$ cat src/rtl/div_bus_if.sv
// Bus front end for the 16-bit sequential divider: operand/control/status/result
// registers, single-cycle launch, done/timeout tracking. `define DIV_IRQ_EN adds the irq output.
module div_bus_if #(
  parameter int          TIMEOUT     = 64,
  parameter logic [31:0] ZERO_RESULT = 32'hFFFF_FFFF
) (
  input  logic        clk,
  input  logic        reset,
  input  logic        cs,
  input  logic        rd,
  input  logic        wr,
  input  logic [4:0]  addr,
  input  logic [31:0] d_in,
  output logic [31:0] d_out,
  output logic        div_init,
  output logic [15:0] div_op_A,
  output logic [15:0] div_op_B,
  input  logic        div_done,
  input  logic [31:0] div_result,
  output logic        irq
);

  localparam logic [1:0] S_IDLE   = 2'd0;
  localparam logic [1:0] S_LAUNCH = 2'd1;
  localparam logic [1:0] S_WAIT   = 2'd2;
  localparam logic [7:0] TMO_LAST = 8'(TIMEOUT - 1);

  localparam logic [2:0] R_OPA    = 3'd0;
  localparam logic [2:0] R_OPB    = 3'd1;
  localparam logic [2:0] R_CTRL   = 3'd2;
  localparam logic [2:0] R_STATUS = 3'd3;
  localparam logic [2:0] R_RESULT = 3'd4;

  logic [1:0]  state;
  logic [7:0]  tmo_cnt;
  logic [15:0] opa;
  logic [15:0] opb;
  logic [31:0] result;
  logic        done;
  logic        dz;
  logic        tmo;
  logic        ie;
  logic        busy;

  logic [2:0]  sel;
  logic        bus_wr;
  logic        bus_rd;
  logic        wr_ctrl;
  logic        start;
  logic        rd_result;
  logic        unused_bits;

  assign sel       = addr[4:2];
  assign bus_wr    = cs & wr;
  assign bus_rd    = cs & rd;
  assign busy      = (state != S_IDLE);
  assign wr_ctrl   = bus_wr && (sel == R_CTRL);
  assign start     = wr_ctrl && d_in[0] && !busy;
  assign rd_result = bus_rd && (sel == R_RESULT);

  assign div_init  = (state == S_LAUNCH);
  assign div_op_A  = opa;
  assign div_op_B  = opb;

  assign unused_bits = ^{addr[1:0], d_in[31:16], d_in[1]};

  always_ff @(posedge clk or posedge reset) begin
    if (reset) begin
      state   <= S_IDLE;
      tmo_cnt <= 8'd0;
      opa     <= 16'd0;
      opb     <= 16'd0;
      result  <= 32'd0;
      done    <= 1'b0;
      dz      <= 1'b0;
      tmo     <= 1'b0;
    end else begin
      // Operands are frozen while an operation is in flight.
      if (bus_wr && (sel == R_OPA) && !busy) opa <= d_in[15:0];
      if (bus_wr && (sel == R_OPB) && !busy) opb <= d_in[15:0];
      // Clear-on-read first so a same-edge set from the FSM below wins.
      if (rd_result) done <= 1'b0;
      case (state)
        S_IDLE: begin
          if (start) begin
            done <= 1'b0;
            dz   <= 1'b0;
            tmo  <= 1'b0;
            if (opb == 16'd0) begin
              result <= ZERO_RESULT;
              dz     <= 1'b1;
              done   <= 1'b1;
            end else begin
              state <= S_LAUNCH;
            end
          end
        end
        S_LAUNCH: begin
          tmo_cnt <= 8'd0;
          state   <= S_WAIT;
        end
        S_WAIT: begin
          if (div_done) begin
            result <= div_result;
            done   <= 1'b1;
            state  <= S_IDLE;
          end else if (tmo_cnt == TMO_LAST) begin
            tmo   <= 1'b1;
            done  <= 1'b1;
            state <= S_IDLE;
          end else begin
            tmo_cnt <= tmo_cnt + 8'd1;
          end
        end
        default: state <= S_IDLE;
      endcase
    end
  end

`ifdef DIV_IRQ_EN
  always_ff @(posedge clk or posedge reset) begin
    if (reset) begin
      ie  <= 1'b0;
      irq <= 1'b0;
    end else begin
      if (wr_ctrl) ie <= d_in[1];
      irq <= done & ie;
    end
  end
`else
  assign ie  = 1'b0;
  assign irq = 1'b0;
`endif

  always_ff @(posedge clk or posedge reset) begin
    if (reset) begin
      d_out <= 32'd0;
    end else if (bus_rd) begin
      case (sel)
        R_OPA:    d_out <= {16'd0, opa};
        R_OPB:    d_out <= {16'd0, opb};
        R_CTRL:   d_out <= {30'd0, ie, 1'b0};
        R_STATUS: d_out <= {28'd0, tmo, dz, done, busy};
        R_RESULT: d_out <= result;
        default:  d_out <= 32'd0;
      endcase
    end else begin
      d_out <= 32'd0;
    end
  end

endmodule

$ cat config.mk
export PLATFORM = sky130hd
export DESIGN_NAME = div_bus_if
export DESIGN_NICKNAME = d
export VERILOG_FILES = /design/src/rtl/div_bus_if.sv
export SDC_FILE = /design/constraint.sdc
export NUM_CORES = 1
export LEC_CHECK = 0
export BUFFER_PORTS_ARGS = -buffer_cell sky130_fd_sc_hd__buf_4
export CORE_MARGIN = 2
export CORE_UTILIZATION = 45
export CTS_BUF_LIST = sky130_fd_sc_hd__clkbuf_8
export CTS_CLUSTER_DIAMETER = 60
export DETAILED_ROUTE_END_ITERATION = 10
export PLACE_DENSITY = 0.75
export SLEW_MARGIN = 30
export SYNTH_ARGS = -nofsm -noshare
export SYNTH_HDL_FRONTEND = slang
export SYNTH_SLANG_ARGS = --single-unit
$ cat constraint.sdc
create_clock -name clk -period 3.6 [get_ports clk]
set_clock_uncertainty 0.15 [all_clocks]
set_input_delay 0.54 -clock clk [delete_from_list [all_inputs] [get_ports clk]]
set_output_delay 0.54 -clock clk [all_outputs]
set_load 0.05 [all_outputs]
### Word level (Yosys, flattened, before mapping)

Index checks and enable logic that the tools add are counted.

* register bits: 109
* word-level logic and storage cells: 71
* output and inout bits: 66

* reductions and logical operators: 20
* $add $sub $neg: 1
* eq/ne operators: 15
* multiplexer cells: 24
* bitwise logic cells: 2

Operators with widths (number)
* two-way mux 32 bit: 4
* one-hot mux 32 bit (4 select lines): 1
* one-hot mux 32 bit (2 select lines): 1
* zero test 16 bit: 1
* two-way mux 8 bit: 2
* one-hot mux 8 bit (2 select lines): 1
* != test 2 bit (second input constant): 7
* adder 8 x 1 -> 8 bit (second input constant): 1
* == test 8 x 6 -> 1 bit (second input constant): 1
* logical AND 1 bit: 8
* two-way mux 1 bit: 8
* two-way mux 2 bit: 4
* AND reduction 4 bit: 2
* == test 3 x 2 -> 1 bit (second input constant): 2
* one-hot mux 2 bit (3 select lines): 1
* AND reduction 3 bit: 2
* nonzero test 2 bit: 3
* one-hot mux 1 bit (2 select lines): 2
* == test 3 x 1 -> 1 bit (second input constant): 1
* == test 3 bit (second input constant): 1
* zero test 3 bit: 1
* != test 3 bit (second input constant): 1
* bitwise AND 1 bit: 2
* == test 2 x 1 -> 1 bit (second input constant): 1
* other kinds (4): 4

### Depth between registers and ports, before layout

* depth after elaboration: 6
* gate-level depth with buffers: 8
* gate-level depth less buffers: 6

### Worst setup path before layout

OpenSTA, ideal clock, no wires.

* kind: in2reg
* from: in addr[4]
* to: reg opb[0] (netlist: div_op_B[0])
* data required time: 3325 ps
* cell stages on the path: 6
* arrival time: 1828 ps
* path slack: 1497 ps
* path through: buf_6 nand3b_4 or4_1 buf_6 buf_6 mux2_4

* word-level cells in the longest chain between the ends: 3

RTL lines
* from (decl): line 12 `input logic [4:0] addr,`
* == test 3 x 1 -> 1 bit: line 80 `if (bus_wr && (sel == R_OPB) && !busy) opb <= d_in[15:0];`
* logical AND 1 bit (2 in series): line 80
* to (signal assigned): line 80
* to (decl): line 37 `logic [15:0] opb;`

Every way passes these cells.
A chain may end at the register's enable or synchronous reset.

### Final worst setup path

* from: reg state[0]
* to: reg opb[3] (netlist: div_op_B[3])

* word-level cells in the longest chain between the ends: 3

RTL lines
* from (decl): line 34 `logic [1:0] state;`
* from (signal assigned): line 69 `state <= S_IDLE;`
* from (signal assigned): line 94 `state <= S_LAUNCH;`
* from (signal assigned): line 100 `state <= S_WAIT;`
* nonzero test 2 bit: line 56 `assign busy = (state != S_IDLE);`
* zero test 1 bit: line 80
* logical AND 1 bit: line 80

Every way passes these cells.

==> results_dict.tcl <==
set metrics [dict create \
    grt_max_degree 71 \
    port_buffers 121 \
    worstPathMaxFanout 16 \
    drt_iter0_drc 161 \
    timing.rr.end "div_op_B[3]$_DFFE_PP0P_" \
    fin_crit_sh 0.707 \
    vias 3741 \
    synth_ff_type "dfrtp_1" \
    path_class "reg2reg" \
    worstPathArrival_ps 2660 \
    status "finished, final reports clean" \
    cts_resized 0 \
    routedWlPerCell_um 16.1 \
    htree_levels 3 \
    fin_tns_setup_ps 0 \
    syn-num-nets 529 \
    yosys-top-cells-area "dfrtp_1 (55%), nor2_1 (7.0%), mux2_2 (5.3%)" \
    hold_class "in2async" \
    yosysTopAreaCellShare 0.554 \
    synth.most_common_cell "dfrtp_1" \
    crit_path_end_kind "flip-flop" \
    num_rows 38 \
    cts_hold_buf 0 \
    drt_first_pass_iters 4 \
    power_density_nw_per_um2 755 \
    die_y_um 109 \
    placed_area_um2 5910 \
    dp_cells 688 \
    num_antenna_cells 0 \
    tritoncts "built" \
    setup_viol 0 \
    finalHoldViolCount 0 \
    cts.sinks 109 \
    area_growth_pct 24.5 \
    wl_um 11300 \
    synth_edf_count 0 \
    startpoint_type "flip-flop" \
    yosysSeqAreaShare 0.554 \
    cap_violations 0 \
    clockRootBuffer "clkbuf_8" \
    synth_cell_type_count 47 \
    ys_ff_latch 109 \
    core_um2 10700 \
    antenna_found_initial 0 \
    cts_max_path_buffers 2 \
    dpl.hpwl_um 8010 \
    path_clk_slew_ps 130 \
    die_w_um 109 \
    grt_usage 0.191 \
    initial_core_util 0.458 \
    endpoint "div_op_B[3]$_DFFE_PP0P_" \
    fin_crit_ps 2540 \
    stdcell_area_um2 6120 \
    maxSlewViolCount 0 \
    rsz0062_at_grt "no" \
    utilization 0.570 \
    post-cts-setup-buffers 0 \
    fp.dieArea_um2 11800 \
    overflow 0 \
    rr_worst_depth 5 \
    final_layout_size_suffix_gt1_frac 0.324 \
    pin_count 141 \
    r2r_slack_ps 1060 \
    gp_congestion 0.837 \
    peakVddDrop_v 0.000499 \
    yosysWarnings 0 \
    drtAntennaViolNets 0 \
    viasPerCell 5.31 \
    async_reset_ff_frac 1.00 \
    total_power_mw 4.63 \
    tightest_slew_ps 1020 \
    slew_headroom 0.318 \
    clock_latency_ps 380 \
    ys_top_cells_by_count "dfrtp_1 (109), nor2_1 (92), a22oi_1 (31), mux2_2 (23), clkbuf_1 (19)" \
    grt_pass1_vias 3535 \
    synth.avg_cell_area_um2 10.9 \
    fmax_ghz 0.393 \
    syn_inst 450 \
    fin_ws_ps 1060 \
    fin_nets 638 \
    synth_top_area_cell "dfrtp_1" \
    crit_start "state[0]$_DFFE_PP0P_" \
    place_ws_ps 937 \
    layout.cells.non_filler 704 \
    grt_pass1_wl_um 17500 \
    whs_ps 171 \
    cts_buffers 9 \
    p_leak_nw 3.17 \
    drc 0 \
    worstReg2RegStart "state[0]$_DFFE_PP0P_" \
    synth_area_um2 4920 \
    critPathRequiredTime_ps 3710 \
]
-- area by class of cell --
type                       count  area, um^2
fill                         924        4620
sequential                   109        2730
multi-input combinational    296        1990
timing repair buffer         129         968
tap                          140         175
clock buffer                   9         124
clock inverter                 7        86.3
inverter                      14        55.1
-- placed cells by master, fill, tap and decap left out, types with 2 or more instances in the layout --
| master | synthesis | layout |
|---|---|---|
| and3_1 | 5 | 5 |
| nand4_1 | 2 | 2 |
| buf_4 | 1 | 129 |
| inv_1 | 14 | 13 |
| nand2b_1 | 3 | 3 |
| o21ai_0 | 6 | 6 |
| nor3_1 | 3 | 3 |
| nor4b_1 | 2 | 2 |
| a2bb2oi_1 | 4 | 4 |
| dfrtp_1 | 109 | 109 |
| mux2_4 | 10 | 10 |
| clkbuf_8 | 0 | 9 |
| mux2i_1 | 18 | 18 |
| nand2_1 | 8 | 8 |
| a41o_1 | 2 | 2 |
| and2_1 | 17 | 17 |
| a21oi_1 | 16 | 16 |
| nor3b_1 | 2 | 2 |
| ha_1 | 4 | 4 |
| o21a_1 | 3 | 3 |
| clkinv_8 | 0 | 2 |
| nand3_1 | 9 | 9 |
| inv_6 | 0 | 3 |
| o22a_1 | 2 | 2 |
| nor2b_1 | 7 | 7 |
| nor2_1 | 92 | 92 |
| mux2_2 | 23 | 23 |
| a22oi_1 | 31 | 31 |
| nor4_1 | 7 | 7 |
| o22ai_1 | 3 | 3 |
-- kinds of logic (layout without fill, tap and decap cells) --
| family | Yosys count | in the layout | synth area share |
|---|---|---|---|
| compound gates | 75 | 75 | 0.107 |
| fa+ha+maj | 4 | 4 | 0.0102 |
| buf+inv | 45 | 159 | 0.0417 |
| flops | 109 | 109 | 0.554 |
| mux | 51 | 51 | 0.120 |
| other cells | 1 | 1 | 0.000762 |
| simple gates | 165 | 165 | 0.167 |
-- critical path, stage by stage (launching register included) --
cell and delay, ps:
dfrtp_1 410, inv_1 90, ha_1 210, inv_1 150, or4_1 970, mux2_4 460
-- power by group --
group / switching [mW] / total [mW] / internal, mW
combinational: 1.27 / 2.00 / 0.737
sequential: 0.285 / 1.86 / 1.58
clock: 0.474 / 0.760 / 0.285
-- state kept, by name (all words and copies together) (netlist names) --
name	cells
div_op_B	16
result	32
div_op_A	16
tmo	1
tmo_cnt	8
state	2
d_out	32
done	1
dz	1
-- worst min-delay path by stage --
stage / start / to / depth (start not counted)
2_1_floorplan: result[31]$_DFFE_PP0P_ / d_out[31]$_DFF_PP0_ / 1
3_3_place_gp: result[18]$_DFFE_PP0P_ / d_out[18]$_DFF_PP0_ / 1
3_5_place_dp: result[17]$_DFFE_PP0P_ / d_out[17]$_DFF_PP0_ / 1
4_1_cts: reset / div_op_B[11]$_DFFE_PP0P_ / 2
5_1_grt: d_in[10] / div_op_B[10]$_DFFE_PP0P_ / 2
6_report: reset / d_out[14]$_DFF_PP0_ / 2
-- layer usage --
layer  vias up  global-route usage  part of all wire  wire length (um)
li1       1784                   -                 -                 -
met1      1844               0.264              0.43              4920
met2       103               0.311              0.50              5720
met3        10              0.0289             0.049               555
met4         0              0.0614             0.013               146
met5         -                   0                 0                 0
No activity file was read; power rests on OpenSTA's default activity.
